[config.mk]
export PLATFORM = sky130hd
export DESIGN_NAME = lms_coeff_engine
export DESIGN_NICKNAME = d
export VERILOG_FILES = /design/src/rtl/lms_coeff_engine.sv
export SDC_FILE = /design/constraint.sdc
export NUM_CORES = 2
export LEC_CHECK = 0
export CAP_MARGIN = 5
export CORE_ASPECT_RATIO = 0.6
export CORE_MARGIN = 2
export CORE_UTILIZATION = 50
export DETAILED_ROUTE_END_ITERATION = 10
export GPL_TIMING_DRIVEN = 0
export HOLD_SLACK_MARGIN = 0.1
export PLACE_DENSITY = 0.73
export SLEW_MARGIN = 20
export SYNTH_ARGS = -nofsm -noshare
export SYNTH_HDL_FRONTEND = slang
export SYNTH_SLANG_ARGS = --single-unit
[constraint.sdc]
create_clock -name clk -period 15.8 [get_ports clk]
set_input_delay 2.37 -clock clk [delete_from_list [all_inputs] [get_ports clk]]
set_output_delay 2.37 -clock clk [all_outputs]
set_load 0.05 [all_outputs]
[src/rtl/lms_coeff_engine.sv]
// LMS coefficient-update engine: one (error, sample-vector) request per handshake,
// applied tap by tap through a single time-shared multiplier with leak, freeze and clamp.
module lms_coeff_engine #(
    parameter int BIT_WIDTH  = 16,
    parameter int TAPS       = 8,
    parameter int LEAK_SHIFT = 4
) (
    input  logic                           clk,
    input  logic                           rst,
    input  logic                           in_valid,
    output logic                           in_ready,
    input  logic signed [BIT_WIDTH-1:0]    error_in,
    input  logic [TAPS*BIT_WIDTH-1:0]      x_flat,
    input  logic [$clog2(2*BIT_WIDTH)-1:0] mu_shift,
    input  logic                           leak_en,
    input  logic                           freeze,
    input  logic                           clear,
    output logic [TAPS*BIT_WIDTH-1:0]      coeff_flat,
    output logic                           busy,
    output logic                           upd_done,
    output logic                           sat_any
);

    localparam int MU_W  = $clog2(2 * BIT_WIDTH);
    localparam int IDX_W = $clog2(TAPS);
    localparam int PW    = 2 * BIT_WIDTH;
    localparam int SW    = 2 * BIT_WIDTH + 1;

    localparam logic signed [SW-1:0] SUM_MAX = {{(BIT_WIDTH + 2){1'b0}}, {(BIT_WIDTH - 1){1'b1}}};
    localparam logic signed [SW-1:0] SUM_MIN = {{(BIT_WIDTH + 2){1'b1}}, {(BIT_WIDTH - 1){1'b0}}};

    typedef enum logic [1:0] {
        IDLE,
        UPDATE,
        DONE
    } state_t;

    state_t                      state_q, state_d;
    logic [IDX_W-1:0]            idx_q;
    logic                        sat_q;
    logic signed [BIT_WIDTH-1:0] coeff_q [TAPS];

    // Latched copies of the request; the live inputs are ignored once accepted.
    logic signed [BIT_WIDTH-1:0] err_q;
    logic signed [BIT_WIDTH-1:0] x_q [TAPS];
    logic [MU_W-1:0]             mu_q;
    logic                        leak_q;
    logic                        frz_q;

    logic                        accept;
    logic                        last_tap;
    logic signed [BIT_WIDTH-1:0] c_cur;
    logic signed [BIT_WIDTH-1:0] leak_term;
    logic signed [BIT_WIDTH:0]   base;
    logic signed [PW-1:0]        prod;
    logic signed [PW-1:0]        delta;
    logic signed [SW-1:0]        sum;
    logic signed [BIT_WIDTH-1:0] clamped;
    logic                        sat_now;

    assign in_ready = (state_q == IDLE) && !rst;
    assign accept   = in_valid && in_ready && !clear;
    assign last_tap = (idx_q == IDX_W'(TAPS - 1));
    assign busy     = (state_q != IDLE);
    assign upd_done = (state_q == DONE);
    assign sat_any  = (state_q == DONE) && sat_q;

    always_comb begin
        // NOTE: every output of a combinational block gets a default first, so no path leaves it unassigned and infers a latch.
        state_d = state_q;
        unique case (state_q)
            IDLE:    if (accept) state_d = UPDATE;
            UPDATE:  if (last_tap) state_d = DONE;
            DONE:    state_d = IDLE;
            default: state_d = IDLE;
        endcase
        if (clear) state_d = IDLE;
    end

    // Per-tap datapath: multiply, arithmetic shift, optional leak, then clamp at full width.
    always_comb begin
        c_cur     = coeff_q[idx_q];
        leak_term = c_cur >>> LEAK_SHIFT;
        base      = leak_q ? (BIT_WIDTH + 1)'(c_cur) - (BIT_WIDTH + 1)'(leak_term)
                           : (BIT_WIDTH + 1)'(c_cur);
        prod      = PW'(err_q) * PW'(x_q[idx_q]);
        delta     = prod >>> mu_q;
        sum       = SW'(base) + SW'(delta);
        clamped   = sum[BIT_WIDTH-1:0];
        sat_now   = 1'b0;
        if (sum > SUM_MAX) begin
            clamped = SUM_MAX[BIT_WIDTH-1:0];
            sat_now = 1'b1;
        end else if (sum < SUM_MIN) begin
            clamped = SUM_MIN[BIT_WIDTH-1:0];
            sat_now = 1'b1;
        end
    end

    // NOTE: the coefficient bank is reset even though it is array-shaped: it is a register bank driven straight onto coeff_flat, not a RAM.
    always_ff @(posedge clk or posedge rst) begin
        // NOTE: sequential state uses non-blocking assignments so every register samples pre-edge values.
        if (rst) begin
            state_q <= IDLE;
            idx_q   <= '0;
            sat_q   <= 1'b0;
            err_q   <= '0;
            mu_q    <= '0;
            leak_q  <= 1'b0;
            frz_q   <= 1'b0;
            for (int i = 0; i < TAPS; i++) begin
                coeff_q[i] <= '0;
                x_q[i]     <= '0;
            end
        end else begin
            state_q <= state_d;
            if (clear) begin
                idx_q <= '0;
                sat_q <= 1'b0;
                for (int i = 0; i < TAPS; i++) coeff_q[i] <= '0;
            end else if (accept) begin
                err_q  <= error_in;
                mu_q   <= mu_shift;
                leak_q <= leak_en;
                frz_q  <= freeze;
                idx_q  <= '0;
                sat_q  <= 1'b0;
                for (int i = 0; i < TAPS; i++) x_q[i] <= x_flat[i*BIT_WIDTH +: BIT_WIDTH];
            end else if (state_q == UPDATE) begin
                if (!frz_q) begin
                    coeff_q[idx_q] <= clamped;
                    if (sat_now) sat_q <= 1'b1;
                end
                if (!last_tap) idx_q <= idx_q + 1'b1;
            end
        end
    end

    for (genvar g = 0; g < TAPS; g++) begin : g_pack
        assign coeff_flat[g*BIT_WIDTH +: BIT_WIDTH] = coeff_q[g];
    end

endmodule

==> metrics.md <==
| Metric | Value |
|---|---|
| WS Path Type | `register to register` |
| Syn Nets | `3555` |
| CP most frequent cell | `fa_1` |
| EDFF count, synth | `0` |
| Hold Crit Class | `register to register` |
| Via/cell ratio | `6.53` |
| Final setup fails | `0` |
| Final wirelength | `116000 um` |
| Tot GR Track Use | `39.4%` |
| Hold Buf Count CTS | `0` |
| DP Area | `32300 um2` |
| Status | `completed` |
| Core ar. | `55800 um2` |
| Worst Hold Margin | `0.492 ns` |
| Crit path largest cell delay | `0.56 ns` |
| Drt drc | `0` |
| Crit-path slowest cell | `o21ai_4` |
| FFs w/ async S/R, synth | `100%` |
| Area grow syn2layout | `18.9%` |
| Initial Util | `50.6%` |
| Die area | `58500 um2` |
| Sequential area share after synthesis | `25.2%` |
| Max Buffers Root-to-Sink | `3` |
| Final Max Slew Viols | `0` |
| Synth cell types | `85` |
| Min Clock Period, post-route | `15.44 ns` |
| H-tree levels | `1` |
| Crit path arrival time | `15.92 ns` |
| Gate Count Post-Synth | `3005` |
| Worst Setup Start Kind | `register` |
| Reg2reg setup slack | `0.36 ns` |
| CP Capture Type | `register` |
| Chip Width | `311 um` |
| FF+latch count, synth | `285` |
| Worst slew pin tran | `1.14 ns` |
| Reg-to-Reg Start | `idx_q[2]` |
| Synthesized area per cell | `9.40 um2` |
| CTS sink count | `285` |
| Final Hold Vio Count | `0` |
| Die H | `188 um` |
| Share of cells above drive strength 1 | `11.2%` |
| Fin area | `33600 um2` |
| Period Utilization, post-route | `97.7%` |
| Crit path max fanout | `10` |
| Crit. Startpoint | `idx_q[2]` |
| Worst Clk Skew | `0.0433 ns` |
| Synth Flop Type | `dfrtp_1` |
| Largest net degree at the start of global routing | `107` |
| Final HPWL DP | `95500 um` |
| Worst setup endpoint | `coeff_flat[112]` |
| Number of buffers created by CTS | `30` |
| Total number of vias | `27039` |
| Synthesis warning total | `0` |
| IO buf count | `285` |
| CP required | `16.28 ns` |
| DR iter-0 viols | `3844` |
| GRT Residual Overflow | `0` |
| Vias in the first global route | `25839` |
| Setup tns final | `0 ns` |
| Unrepaired setup endpoints after global routing | `false` |
| Hold path depth | `1` |
| Max-Cap Viols | `0` |
| Critical R2R Capture | `coeff_flat[112]` |
| Gpl congestion | `1.12` |
| Initial antenna violation count | `19` |
| Post-Syn Area | `28200 um2` |
| Register-to-Register Path Depth | `46` |
| Post-DRT Antenna Nets | `0` |
| IO Count | `287` |
| Row count | `67` |
| Clk_lat worst skew | `0.64 ns` |
| Root Driver | `clkbuf_16` |
| First-pass GRT wire length | `171000 um` |
| Pre-antenna DRT Iters | `7` |
| Slew HR | `22.8%` |
| CTS tree | `built` |
| Final #Nets | `3893` |
| Routed len/inst | `28.1 um` |
| Peak Freq | `64.8 MHz` |
| Clock Pin Slew Worst Setup and Hold Paths | `0.07 ns` |
cell type report:
class | count | area [um2]
Inverter | 323 | 1220
Tap cell | 759 | 950
Clock buffer | 35 | 820
Multi-Input combinational cell | 2214 | 19300
Antenna cell | 15 | 37.5
Sequential cell | 285 | 7130
Timing Repair Buffer | 307 | 3140
Fill cell | 4823 | 22300
Clock inverter | 21 | 245
Buffer | 182 | 762
how the worst min path moves through the flow:
stage | start | endpoint | slack (ns)
finish | state_q[1] | state_q[0] | 0.49
global route | state_q[1] | state_q[0] | 0.52
CTS | state_q[1] | state_q[0] | 0.49
detailed placement | state_q[1] | state_q[0] | 0.47
global placement | state_q[1] | state_q[0] | 0.45
floorplan | state_q[1] | state_q[0] | 0.43
timing repair:
| action | 4_1_cts | 5_1_grt |
|---|---|---|
| endpoints found under the setup margin | 115 | 129 |
| resized for setup | 6 | 32 |
| pin swaps | 0 | 4 |
| setup buffers | 0 | 8 |
metrics by stage:
step | utilization [%] | cells | setup WS, ns
floorplan | - | 3005 | 4.11
global placement | 57.4 | 4049 | -0.623
detailed placement | 57.9 | 4063 | -0.366
CTS | 59.8 | 4119 | 0.00446
global route | 60.1 | 4135 | 0.0265
finish | 60.1 | 4141 | 0.363
kinds of logic (layout without fill, tap and decap cells):
group / Yosys count / count (layout) / synth area share [%]
and+or+nand+nor: 802 / 802 / 14.3
AOI/OAI and AO/OA: 761 / 761 / 18.9
buffers and inverters: 506 / 868 / 6.92
DFF: 285 / 285 / 25.2
adders and majority gates: 395 / 395 / 24.5
xor gates and xnor gates: 50 / 50 / 1.55
muxes: 206 / 206 / 8.58
other: 0 / 15 / 0
flip-flops by register name, summed over array words and instances (netlist names):
signal	cells
coeff_flat	128
leak_q	1
idx_q	3
mu_q	5
sat_q	1
state_q	2
err_q	16
x_q	128
frz_q	1
layer usage:
layer	global-route usage [%]	vias up	share of wire (%)
met5	1.79	-	0.17
met4	7.92	10	2.4
met3	19.4	240	17
met2	49.2	1995	37
met1	59.8	13592	43
li1	-	11202	-
critical path, delay by kind of cell (launching register included):
family          cells  cell delay, ns
buf+inv            14            4.00
fa+ha+maj           8            3.67
compound gates     11            3.30
simple gates       10            2.94
mux                 2            0.70
flops               1            0.37
xor+xnor            1            0.23
Yosys cell counts, types with 10 or more instances:
cell type	instances	area share, %
inv_1	322	4.3
and2_1	75	1.7
o21a_1	15	0.40
or2_2	12	0.27
a31oi_1	20	0.44
o21ai_0	87	1.5
a221oi_1	20	0.62
a22oi_2	34	1.5
a21oi_1	181	3.2
buf_1	14	0.19
nand2b_1	24	0.53
o211ai_1	16	0.43
nor2_1	107	1.4
a211oi_1	20	0.53
and3_1	24	0.53
clkbuf_1	149	2.0
dfrtp_1	285	25
buf_2	15	0.27
mux4_2	13	1.0
nor3b_1	10	0.27
mux2i_1	33	1.2
nand2_1	304	4.0
a22oi_1	163	4.3
mux2_2	160	6.4
o2111ai_1	15	0.47
nand4_1	34	0.75
xor2_1	14	0.43
nor3_1	28	0.50
nor4_1	16	0.35
nand3_1	36	0.64
o21ai_1	29	0.51
a22o_1	12	0.37
a21o_1	28	0.74
fa_1	264	19
a211o_1	10	0.31
ha_1	131	5.8
nor2b_1	98	2.2
or3_1	11	0.24
xnor2_1	36	1.1
cell usage in the layout, fill, tap and decap left out, types with 17 or more instances in the layout:
cell               n
inv_1            321
nand2_1          304
dfrtp_1          285
clkdlybuf4s50_1  285
fa_1             264
a21oi_1          180
a22oi_1          163
mux2_2           160
clkbuf_1         133
ha_1             131
nor2_1           106
nor2b_1           98
o21ai_0           83
and2_1            75
nand3_1           36
nand4_1           34
a22oi_2           34
mux2i_1           33
o21ai_1           32
xnor2_1           32
clkbuf_16         30
a21o_1            28
nor3_1            27
and3_1            24
nand2b_1          24
a211oi_1          20
a221oi_1          20
a31oi_1           19
clkbuf_2          17
Power is left out: the tool's default activity adds up to more than one toggle a clock period on the data nets, which glitch-free logic cannot reach.
